--- src/rtl/shifter_seq.sv ---
// shifter_seq: multi-cycle barrel shifter with a valid/ready handshake on both sides.
// The operand is shifted by at most STEP bit positions per clock until the
// requested amount is used up. The result is then held until the consumer takes it.
module shifter_seq #(
  parameter  int XLEN = 32,
  parameter  int STEP = 4,
  localparam int SHW  = $clog2(XLEN)
) (
  input  logic            i_clk,
  input  logic            i_rst,
  input  logic            i_valid,
  output logic            o_ready,
  input  logic [XLEN-1:0] i_op1,
  input  logic [SHW-1:0]  i_op2,
  input  logic [2:0]      i_mode,
  input  logic            i_kill,
  output logic            o_valid,
  input  logic            i_ready,
  output logic [XLEN-1:0] o_result
);

  typedef enum logic [1:0] {
    S_IDLE,
    S_SHIFT,
    S_DONE
  } state_t;

  // Codes 5-7 are reserved and fall through to SLL in the step datapath.
  typedef enum logic [2:0] {
    M_SLL = 3'd0,
    M_SRL = 3'd1,
    M_SRA = 3'd2,
    M_ROL = 3'd3,
    M_ROR = 3'd4
  } mode_t;

  // One extra bit so that STEP == XLEN and the rotate complement both fit.
  localparam logic [SHW:0] STEP_W = (SHW+1)'(STEP);
  localparam logic [SHW:0] XLEN_W = (SHW+1)'(XLEN);

  state_t          state;
  state_t          state_next;
  logic [XLEN-1:0] work;
  logic [SHW-1:0]  rem;
  logic [2:0]      mode;

  logic            accept;
  logic            step_en;
  logic            load_res;
  logic [SHW:0]    amt;
  logic [SHW:0]    amt_inv;
  logic [SHW-1:0]  rem_next;
  logic [XLEN-1:0] work_step;

  // Handshake flags come straight from the state register, never from inputs.
  assign o_ready = (state == S_IDLE);
  assign o_valid = (state == S_DONE);

  // State register.
  always_ff @(posedge i_clk or posedge i_rst) begin
    if (i_rst) begin
      state <= S_IDLE;
    end else begin
      // NOTE: all state is written with <= so every register samples the
      // pre-edge values of its peers, regardless of block ordering.
      state <= state_next;
    end
  end

  // Next-state logic and datapath enables; kill takes priority everywhere.
  always_comb begin
    // NOTE: every output of this block gets a default first, so no path
    // through the case leaves a signal unassigned and no latch is inferred.
    state_next = state;
    accept     = 1'b0;
    step_en    = 1'b0;
    load_res   = 1'b0;
    unique case (state)
      S_IDLE: begin
        if (i_valid && !i_kill) begin
          accept     = 1'b1;
          state_next = S_SHIFT;
        end
      end
      S_SHIFT: begin
        if (i_kill) begin
          state_next = S_IDLE;
        end else if (rem != '0) begin
          step_en = 1'b1;
        end else begin
          load_res   = 1'b1;
          state_next = S_DONE;
        end
      end
      S_DONE: begin
        if (i_kill || i_ready) begin
          state_next = S_IDLE;
        end
      end
      default: state_next = S_IDLE;
    endcase
  end

  // Per-cycle shift distance: a full STEP while enough remains, else the tail.
  always_comb begin
    if ({1'b0, rem} >= STEP_W) begin
      amt = STEP_W;
    end else begin
      amt = {1'b0, rem};
    end
    amt_inv  = XLEN_W - amt;
    // amt never exceeds rem, so its top bit is clear whenever it matters here.
    rem_next = rem - amt[SHW-1:0];
  end

  // One shift step of the work register by amt, according to the captured mode.
  // SRA keeps the MSB in place, so the original sign bit fills every step.
  // Rotates by 0 reduce to work | (work >> XLEN) == work.
  always_comb begin
    work_step = work << amt;
    case (mode)
      M_SLL:   work_step = work << amt;
      M_SRL:   work_step = work >> amt;
      M_SRA:   work_step = $signed(work) >>> amt;
      M_ROL:   work_step = (work << amt) | (work >> amt_inv);
      M_ROR:   work_step = (work >> amt) | (work << amt_inv);
      default: work_step = work << amt;
    endcase
  end

  // Work/remaining/mode registers: loaded on accept, advanced on each step.
  always_ff @(posedge i_clk or posedge i_rst) begin
    if (i_rst) begin
      // NOTE: datapath registers are reset as well as the FSM so that the
      // visible result and the internal state are deterministic after reset.
      work <= '0;
      rem  <= '0;
      mode <= '0;
    end else if (accept) begin
      work <= i_op1;
      rem  <= i_op2;
      mode <= i_mode;
    end else if (step_en) begin
      work <= work_step;
      rem  <= rem_next;
    end
  end

  // Result register: written once per completed operation, held otherwise,
  // so it cannot move while o_valid is high or after a kill.
  always_ff @(posedge i_clk or posedge i_rst) begin
    if (i_rst) begin
      o_result <= '0;
    end else if (load_res) begin
      o_result <= work;
    end
  end

`ifdef DISCRETE_FORMAL
  // Copy of the accepted request, used only by the properties below.
  logic [XLEN-1:0] f_op;
  logic [SHW-1:0]  f_n;
  logic [2:0]      f_mode;
  logic [XLEN-1:0] f_ref;

  // Capture the request alongside the datapath.
  always_ff @(posedge i_clk or posedge i_rst) begin
    if (i_rst) begin
      f_op   <= '0;
      f_n    <= '0;
      f_mode <= '0;
    end else if (accept) begin
      f_op   <= i_op1;
      f_n    <= i_op2;
      f_mode <= i_mode;
    end
  end

  // Single-shot reference shift of the captured operand.
  always_comb begin
    f_ref = f_op << f_n;
    case (f_mode)
      M_SRL:   f_ref = f_op >> f_n;
      M_SRA:   f_ref = $signed(f_op) >>> f_n;
      M_ROL:   f_ref = (f_n == '0) ? f_op : ((f_op << f_n) | (f_op >> (XLEN_W - {1'b0, f_n})));
      M_ROR:   f_ref = (f_n == '0) ? f_op : ((f_op >> f_n) | (f_op << (XLEN_W - {1'b0, f_n})));
      default: f_ref = f_op << f_n;
    endcase
  end

  a_mode_legal: assume property (@(posedge i_clk) disable iff (i_rst)
    (i_valid && o_ready) |-> (i_mode <= 3'd4));
  a_result_ok: assert property (@(posedge i_clk) disable iff (i_rst)
    o_valid |-> (o_result == f_ref));
  a_excl: assert property (@(posedge i_clk) disable iff (i_rst)
    !(o_ready && o_valid));
  a_stable: assert property (@(posedge i_clk) disable iff (i_rst)
    (o_valid && !i_ready) |=> $stable(o_result));
`endif

endmodule
--- config.mk ---
export PLATFORM = sky130hd
export DESIGN_NAME = shifter_seq
export DESIGN_NICKNAME = d
export VERILOG_FILES = /design/src/rtl/shifter_seq.sv
export SDC_FILE = /design/constraint.sdc
export NUM_CORES = 1
export LEC_CHECK = 0
export ABC_AREA = 1
export CAP_MARGIN = 20
export CELL_PAD_IN_SITES_DETAIL_PLACEMENT = 0
export CELL_PAD_IN_SITES_GLOBAL_PLACEMENT = 1
export CORE_MARGIN = 1.5
export CORE_UTILIZATION = 35
export DETAILED_ROUTE_END_ITERATION = 10
export GPL_ROUTABILITY_DRIVEN = 1
export MAX_ROUTING_LAYER = met4
export PLACE_DENSITY_LB_ADDON = 0.1
export SYNTH_ARGS = -nofsm -noshare
export SYNTH_HDL_FRONTEND = slang
export SYNTH_SLANG_ARGS = --single-unit
export TNS_END_PERCENT = 1
--- constraint.sdc ---
create_clock -name i_clk -period 3.1 [get_ports i_clk]
set_clock_uncertainty 0.2 [all_clocks]
set_input_delay 0.465 -clock i_clk [delete_from_list [all_inputs] [get_ports i_clk]]
set_output_delay 0.465 -clock i_clk [all_outputs]
set_load 0.01 [all_outputs]
# Word level (Yosys, flattened, before mapping)
# Cells that the tools add are included.
[classes]
order_cmp = 1
n_shift = 5
n_bitwise = 2
add_sub_neg = 2
eq_ne = 9
n_mux = 19
reduce_logical = 7
[ops]
columns = ["op", "n"]
rows = [
  ["$pmux W32 S4", 1],
  ["$mux W32", 2],
  ["$or A32 B32 Y32", 2],
  ["$shl A32 B6 Y32", 2],
  ["$shr A32 B6 Y32", 2],
  ["$sshr A32 B6 Y32", 1],
  ["$mux W5", 3],
  ["$mux W1", 8],
  ["$mux W2", 4],
  ["$eq A3 B2 Y1 const B", 2],
  ["$pmux W2 S3", 1],
  ["$sub A6 B6 Y6 const A", 1],
  ["$ge A5 B3 Y1 const B", 1],
  ["$reduce_bool A5 Y1", 1],
  ["$sub A5 B5 Y5", 1],
  ["$ne A2 B1 Y1 const B", 2],
  ["$eq A3 B1 Y1 const B", 1],
  ["$eq A3 B3 Y1 const B", 1],
  ["$ne A3 B3 Y1 const B", 1],
  ["$reduce_and A3 Y1", 1],
  ["$eq A2 B1 Y1 const B", 1],
  ["$eq A2 B2 Y1 const B", 1],
  ["$logic_not A2 Y1", 1],
  ["$reduce_bool A2 Y1", 1],
  ["other kinds (3)", 3],
]
[totals]
ff_bits = 74

# Longest topological paths before layout
# Gate-level depths: netlist of the first run.
[logic_depth]
ltp_word = 8
mapped_depth = 19
depth_no_buf = 17

# Worst setup path after synthesis of the first run
# Ideal clock, no wire load.
[synth_timing]
kind = "register to register"
startpoint = "register rem[2]"
endpoint = "register work[7]"
stages_incl_launch_ff = 16
setup_time_ns = 0.116
n_path_buf = 4
period_less_slack_ns = 3.041
setup_slack_ns = 0.059
arrival_ns = 2.724
cell_sequence = "dfrtp_1 -> nor2_2 -> nand2_2 -> nor2_4 -> inv_2 -> clkbuf_1 -> ha_1 -> buf_2 -> clkinv_1 -> clkbuf_1 -> clkbuf_1 -> o21ai_0 -> o21ai_1 -> nand4_1 -> nand2_1 -> nand2_1"
[synth_via]
elab_chain_cells = 8
word_cells_on_any_way = 18
[synth_rtl]
columns = ["item", "line_no", "source"]
rows = [
  ["start, declared", "44", "logic [SHW-1:0] rem;"],
  ["start signal, assigned", "141", "rem <= i_op2;"],
  ["start signal, assigned", "145", "rem <= rem_next;"],
  ["$ge A5 B3 Y1", "106", "if ({1'b0, rem} >= STEP_W) begin"],
  ["$mux W5", "106", ""],
  ["$sub A6 B6 Y6", "111", "amt_inv = XLEN_W - amt;"],
  ["$shl A32 B6 Y32 or $shr A32 B6 Y32 (tied branches)", "126, 125", ""],
  ["$or A32 B32 Y32, on equally long branches", "126, 125", ""],
  ["$pmux W32 S4", "121", "case (mode)"],
  ["$mux W32", "143", "end else if (step_en) begin"],
  ["$mux W32", "139", "end else if (accept) begin"],
  ["end signal, assigned", "140", "work <= i_op1;"],
  ["end signal, assigned", "144", "work <= work_step;"],
  ["end, declared", "43", "logic [XLEN-1:0] work;"],
]
# Several ways; a longest one is shown, not always the timed one. The select of a mux whose other input is x is not followed.
# A chain may end at the register's enable or synchronous reset.

# Worst setup path in the final report of the first run
[layout_timing]
startpoint = "register rem[3]"
endpoint = "register work[9]"
# The elaborated chain is that of the path after synthesis.

==> results of run 1 <==
-- cells by family after synthesis --
kind of cell | synth area share
xor gates and xnor gates | 0.00255
other | 0.000547
DFF | 0.270
buffers and inverters | 0.0934
and+or+nand+nor | 0.500
AOI/OAI and AO/OA | 0.130
adders and majority gates | 0.00365
-- registers in the layout (all words and copies together) (netlist names) --
register,flops
state,2
work,32
mode,3
o_result,32
rem,5
-- through the flow --
step | cell area (µm²) | hold slack (ps) | power (mW) | worst slack, ps
2_1_floorplan | 6860 | 249 | 5.63 | 59.3
3_3_place_gp | 8000 | 261 | 8.12 | 324
3_5_place_dp | 8000 | 266 | 8.07 | 335
4_1_cts | 8310 | 285 | 9.27 | 310
5_1_grt | 8310 | 302 | 10.1 | 146
6_report | 8310 | 282 | 9.36 | 228
-- layout make-up --
class                      instances  area share
multi-input combinational        983       0.526
sequential                        74       0.223
timing repair buffer             113       0.133
inverter                          89      0.0404
tap                              265      0.0399
clock buffer                      10      0.0288
clock inverter                     6     0.00874
-- synthesized netlist by cell type --
| master | n | area share |
|---|---|---|
| o41ai_1 | 1 | 0.0013 |
| nand4_1 | 33 | 0.030 |
| inv_2 | 13 | 0.0071 |
| buf_6 | 2 | 0.0033 |
| o21ai_0 | 64 | 0.047 |
| inv_1 | 73 | 0.040 |
| o21ai_1 | 26 | 0.019 |
| nor3_1 | 3 | 0.0022 |
| nand2_2 | 3 | 0.0027 |
| o22ai_1 | 4 | 0.0036 |
| conb_1 | 1 | 0.00055 |
| buf_4 | 2 | 0.0022 |
| buf_1 | 8 | 0.0044 |
| nand3_2 | 2 | 0.0029 |
| nor2_1 | 105 | 0.057 |
| and2_1 | 1 | 0.00091 |
| nor2_4 | 2 | 0.0033 |
| clkinv_1 | 3 | 0.0016 |
| ha_1 | 2 | 0.0036 |
| o211ai_1 | 14 | 0.015 |
| xor2_1 | 1 | 0.0013 |
| o31ai_1 | 1 | 0.0011 |
| o2111ai_1 | 3 | 0.0038 |
| nand2_1 | 473 | 0.26 |
| xnor2_1 | 1 | 0.0013 |
| a21oi_1 | 43 | 0.031 |
| a211oi_1 | 1 | 0.0011 |
| a31oi_1 | 3 | 0.0027 |
| nand3_1 | 188 | 0.14 |
| buf_2 | 20 | 0.015 |
| a22oi_1 | 2 | 0.0022 |
| dfrtp_1 | 74 | 0.27 |
| clkbuf_1 | 37 | 0.020 |
| nor2_2 | 5 | 0.0046 |
| o221ai_1 | 1 | 0.0013 |
-- critical path, stage by stage (launching register included) --
cell and delay (ps):
dfrtp_1 420, nor2_2 170, nand2_2 100, buf_4 300, inv_2 110, buf_4 370
nor2_1 120, buf_4 180, a21oi_1 170, o21ai_0 180, nor2_1 140, nand3_1 140
nand2_1 90, nand2_1 50
-- final timing paths --
check                              from      endpoint  slack (ps)  depth (start not counted)
setup / recovery                 rem[3]       work[9]         230                         13
hold reg to reg            o_result[26]  o_result[26]         280                          2
min in group asynchronous         i_rst  o_result[28]         300                          2
setup reg to reg                 rem[3]       work[9]         230                         13
hold / removal             o_result[26]  o_result[26]         280                          2
max in group asynchronous         i_rst       work[5]        1730                          3
-- power by group through the flow --
stage | clock [mW] | combinational, mW | sequential (mW)
2_1_floorplan | 0 | 3.96 | 1.68
5_1_grt | 1.21 | 7.15 | 1.72
6_report | 1.16 | 6.54 | 1.67
3_3_place_gp | 0 | 6.45 | 1.67
4_1_cts | 1.18 | 6.42 | 1.66
3_5_place_dp | 0 | 6.39 | 1.68
-- metal layers --
metal	vias to the layer above	wire, µm	part of all wire
li1	4097	-	-
met1	4103	14900	0.45
met2	363	15100	0.46
met3	54	2050	0.062
met4	0	790	0.024
met5	-	0	0
==> impl_metrics.ini, run 1 <==
[cells_and_area]
diodes = 0
fin_util = 0.430
ff_latch_area_um2 = 1850
nFillCells = 2187
fin_nets = 1317
layout_common_cells = 471 x nand2_1, 188 x nand3_1, 105 x nor2_1, 78 x clkdlybuf4s50_1, 74 x dfrtp_1
final_common_cell = nand2_1
drive_above_1_share = 0.0620
instances_no_fill = 1540
area_growth_pct = 21.1
multiInputGateArea_um2 = 4370

[yosys]
synth_fp_nets = 1262
synth_cell_types = 35
netlist_area_um2 = 6860
avgSynthCellArea_um2 = 5.64
synth_seq_cells = 74
synthCells = 1215
yosysSeqAreaShare = 0.270
ys_warn_count = 0

[setup_path]
crit_arrival_ps = 2920
critPathCaptureType = flop
crit_required_ps = 3150
critical_path_class = reg -> reg
path_max_fanout = 33
startpoint_type = flop

[clock_network]
cts_buffer_depth = 2
h-tree-depth = 3
cts.repair.resized = 0
clk_pin_slew_ps = 70
cts.hold.buffers_added = 0
clock_sinks = 74
insertion_delay_ps = 360
post_cts_buffers = 0
cts_root_buffer = clkbuf_16
cts_tree = built
cts_buffers = 9

[floorplan]
die_area_um2 = 20400
die_w_um = 143
rows = 51
core_area_um2 = 19300
top_level_ports = 79
start_util = 0.355
die_h_um = 143

[timing]
fin_setup_tns_ps = 0
min_period_over_period = 0.926
rsz0062_at_grt = no
finalHoldViolCount = 0
tightest_slew_ps = 712
period_minus_slack_ps = 2870
finalSetupViolations = 0
relSlewSlack = 0.525
finalMaxSlewViolations = 0
clock.fmax_ghz = 0.348

[pwr]
sw_frac_of_total = 0.567
leakagePower_nw = 4.16
intPower_mw = 4.05
switching_power_mw = 5.31
pwr-share-comb = 0.698
seq_power_share = 0.178
p_clk_frac = 0.124
ir_worst_vdd_mv = 0.560
powerDensity_nw_per_um2 = 1130

[route]
vias = 8617
drt-pass1-iter-count = 7
avgRoutedWirePerCell_um = 21.3
ant_nets = 0
drt-total-wl_um = 32800
drc = 0
drtIter0Drc = 868
vias_per_cell = 5.60

[min_path]
hold_path_class = reg -> reg

[global_routing]
busiest_layer = met2
track_usage = 0.342
grt_pass1_vias = 8128
grt-ovfl-total = 0
use_met1 = 0.466
grt_pass1_wl_um = 50500
use_met2 = 0.540
grt_max_degree = 66
met3_usage = 0.0369
antenna_found_initial = 0

[placement]
io_buffers = 78
routabilityCongestion = 0.986
hpwl_um = 23900
placedCellCount = 1524

[job]
drv_cap = 0

[outcome]
status = finished, final reports clean
No activity file was read; power rests on OpenSTA's default activity.
==> run 2, diff against run 1 <==
--- a/config.mk
+++ b/config.mk
@@ -14,7 +14,7 @@
 export DETAILED_ROUTE_END_ITERATION = 10
 export GPL_ROUTABILITY_DRIVEN = 1
 export MAX_ROUTING_LAYER = met4
-export PLACE_DENSITY_LB_ADDON = 0.1
+export PLACE_DENSITY = 0.74
 export SYNTH_ARGS = -nofsm -noshare
 export SYNTH_HDL_FRONTEND = slang
 export SYNTH_SLANG_ARGS = --single-unit
==> impl_metrics.ini, run 2 (synthesis gave the netlist of run 1 again) <==
[setup_path]
startpoint_type = flop
critPathBufInv = 4
path_max_fanout = 33
critPathCaptureType = flop
worst_path_most_repeated_cell = buf_4
crit_required_ps = 3150
cp_top_family = buffers and inverters
path_cells = nor2_2 -> nand2_2 -> buf_4 -> inv_2 -> buf_4 -> nor2_1 -> buf_4 -> a21oi_1 -> o21ai_0 -> nor2_1 -> nand3_1 -> nand2_1 -> nand2_1
crit_arrival_ps = 2970
cpPeakStageDelay_ps = 410
crit_slowest_cell = dfrtp_1
critical_path_class = reg -> reg

[cells_and_area]
final_common_cell = nand2_1
nFillCells = 2218
layout_common_cells = 471 x nand2_1, 188 x nand3_1, 105 x nor2_1, 78 x clkdlybuf4s50_1, 74 x dfrtp_1
area_growth_pct = 20.7
diodes = 0
drive_above_1_share = 0.0605
reg_top3 = o_result x32, work x32, rem x5
fin_nets = 1315
design_area_um2 = 8280
instances_no_fill = 1538

[floorplan]
rows = 51
top_level_ports = 79
die_w_um = 143
die_h_um = 143
die_area_um2 = 20400
start_util = 0.355
core_area_um2 = 19300

[placement]
place_area_um2 = 7990
io_buffers = 78
placedCellCount = 1522
routabilityCongestion = 0.993
dpl_worst_slack_ps = 290
hpwl_um = 23200

[clock_network]
cts.hold.buffers_added = 0
cts.repair.resized = 0
clock_sinks = 74
h-tree-depth = 3
cts_buffers = 9
cts_buffer_depth = 2
clk_pin_slew_ps = 70
cts_tree = built
insertion_delay_ps = 360
post_cts_buffers = 0
cts_root_buffer = clkbuf_16

[timing]
finalSetupViolations = 0
relSlewSlack = 0.567
hold-worst-slack_ps = 278
period_minus_slack_ps = 2920
finalHoldViolCount = 0
fin_setup_tns_ps = 0
min_period_over_period = 0.942
clock.fmax_ghz = 0.342
finalMaxSlewViolations = 0
tightest_slew_ps = 649
rsz0062_at_grt = no
layout_setup_ws_ps = 178

[route]
vias_per_cell = 5.59
drt-pass1-iter-count = 5
drtIter0Drc = 890
ant_nets = 0
drc = 0
vias = 8603
avgRoutedWirePerCell_um = 20.8
drt-total-wl_um = 31900

[pwr]
ir_worst_vdd_mv = 0.406
leakagePower_nw = 4.13
powerDensity_nw_per_um2 = 1110

[job]
drv_cap = 0

[global_routing]
grt-ovfl-total = 0
antenna_found_initial = 0
grt_max_degree = 66
grt_pass1_wl_um = 48500
grt_pass1_vias = 8124
track_usage = 0.328

[min_path]
hold_path_class = in -> async

[outcome]
status = finished, final reports clean
-- run 2: metrics by stage --
step	total power [mW]	util
3_3_place_gp	8.06	0.413
4_1_cts	9.12	0.428
5_1_grt	9.90	0.428
2_1_floorplan	5.63	-
3_5_place_dp	8.01	0.413
6_report	9.22	0.428
-- run 2: final cells by class --
cell class | count | area [µm²] | area share
inverters | 89 | 335 | 0.0405
multi-input cells | 983 | 4370 | 0.528
clock inverters | 6 | 48.8 | 0.00589
flip-flops and latches | 74 | 1850 | 0.224
well taps | 265 | 332 | 0.0400
clock buffers | 10 | 239 | 0.0289
repair buffers | 111 | 1100 | 0.133
-- run 2: routing by layer --
layer,GRT usage,wire length (µm)
met2,0.503,14200
met5,-,0
met3,0.0325,2240
met4,0.175,1630
met1,0.427,13900
-- run 2: final timing paths --
kind                          from      endpoint  slack [ps]  cells after the start
max reg2reg                 rem[2]       work[9]         180                     13
max                         rem[2]       work[9]         180                     13
min reg2reg                work[9]       work[9]         280                      2
min                          i_rst  o_result[28]         280                      2
max in group asynchronous    i_rst   o_result[8]        1760                      3
min in group i_clk         work[9]       work[9]         280                      2
-- run 2: worst reg2reg max path, cell delays in order, from the launching register on --
cell     delay [ps]
dfrtp_1         410
nor2_2          270
nand2_2         120
buf_4           310
inv_2           100
buf_4           350
nor2_1          120
buf_4           190
a21oi_1         140
o21ai_0         200
nor2_1          160
nand3_1         110
nand2_1          80
nand2_1          50
-- run 2: report_power, final --
group	internal, mW	leakage, nW	switching, mW
Combinational	2.03	3.03	4.45
Clock	0.572	0.132	0.492
Sequential	1.36	0.968	0.319
==> run 3, diff against run 2 <==
--- a/config.mk
+++ b/config.mk
@@ -11,6 +11,7 @@
 export CELL_PAD_IN_SITES_GLOBAL_PLACEMENT = 1
 export CORE_MARGIN = 1.5
 export CORE_UTILIZATION = 35
+export CTS_CLUSTER_DIAMETER = 80
 export DETAILED_ROUTE_END_ITERATION = 10
 export GPL_ROUTABILITY_DRIVEN = 1
 export MAX_ROUTING_LAYER = met4
==> results of run 3 <==
No change in the layout: final DEF, timing and power equal those of run 2.
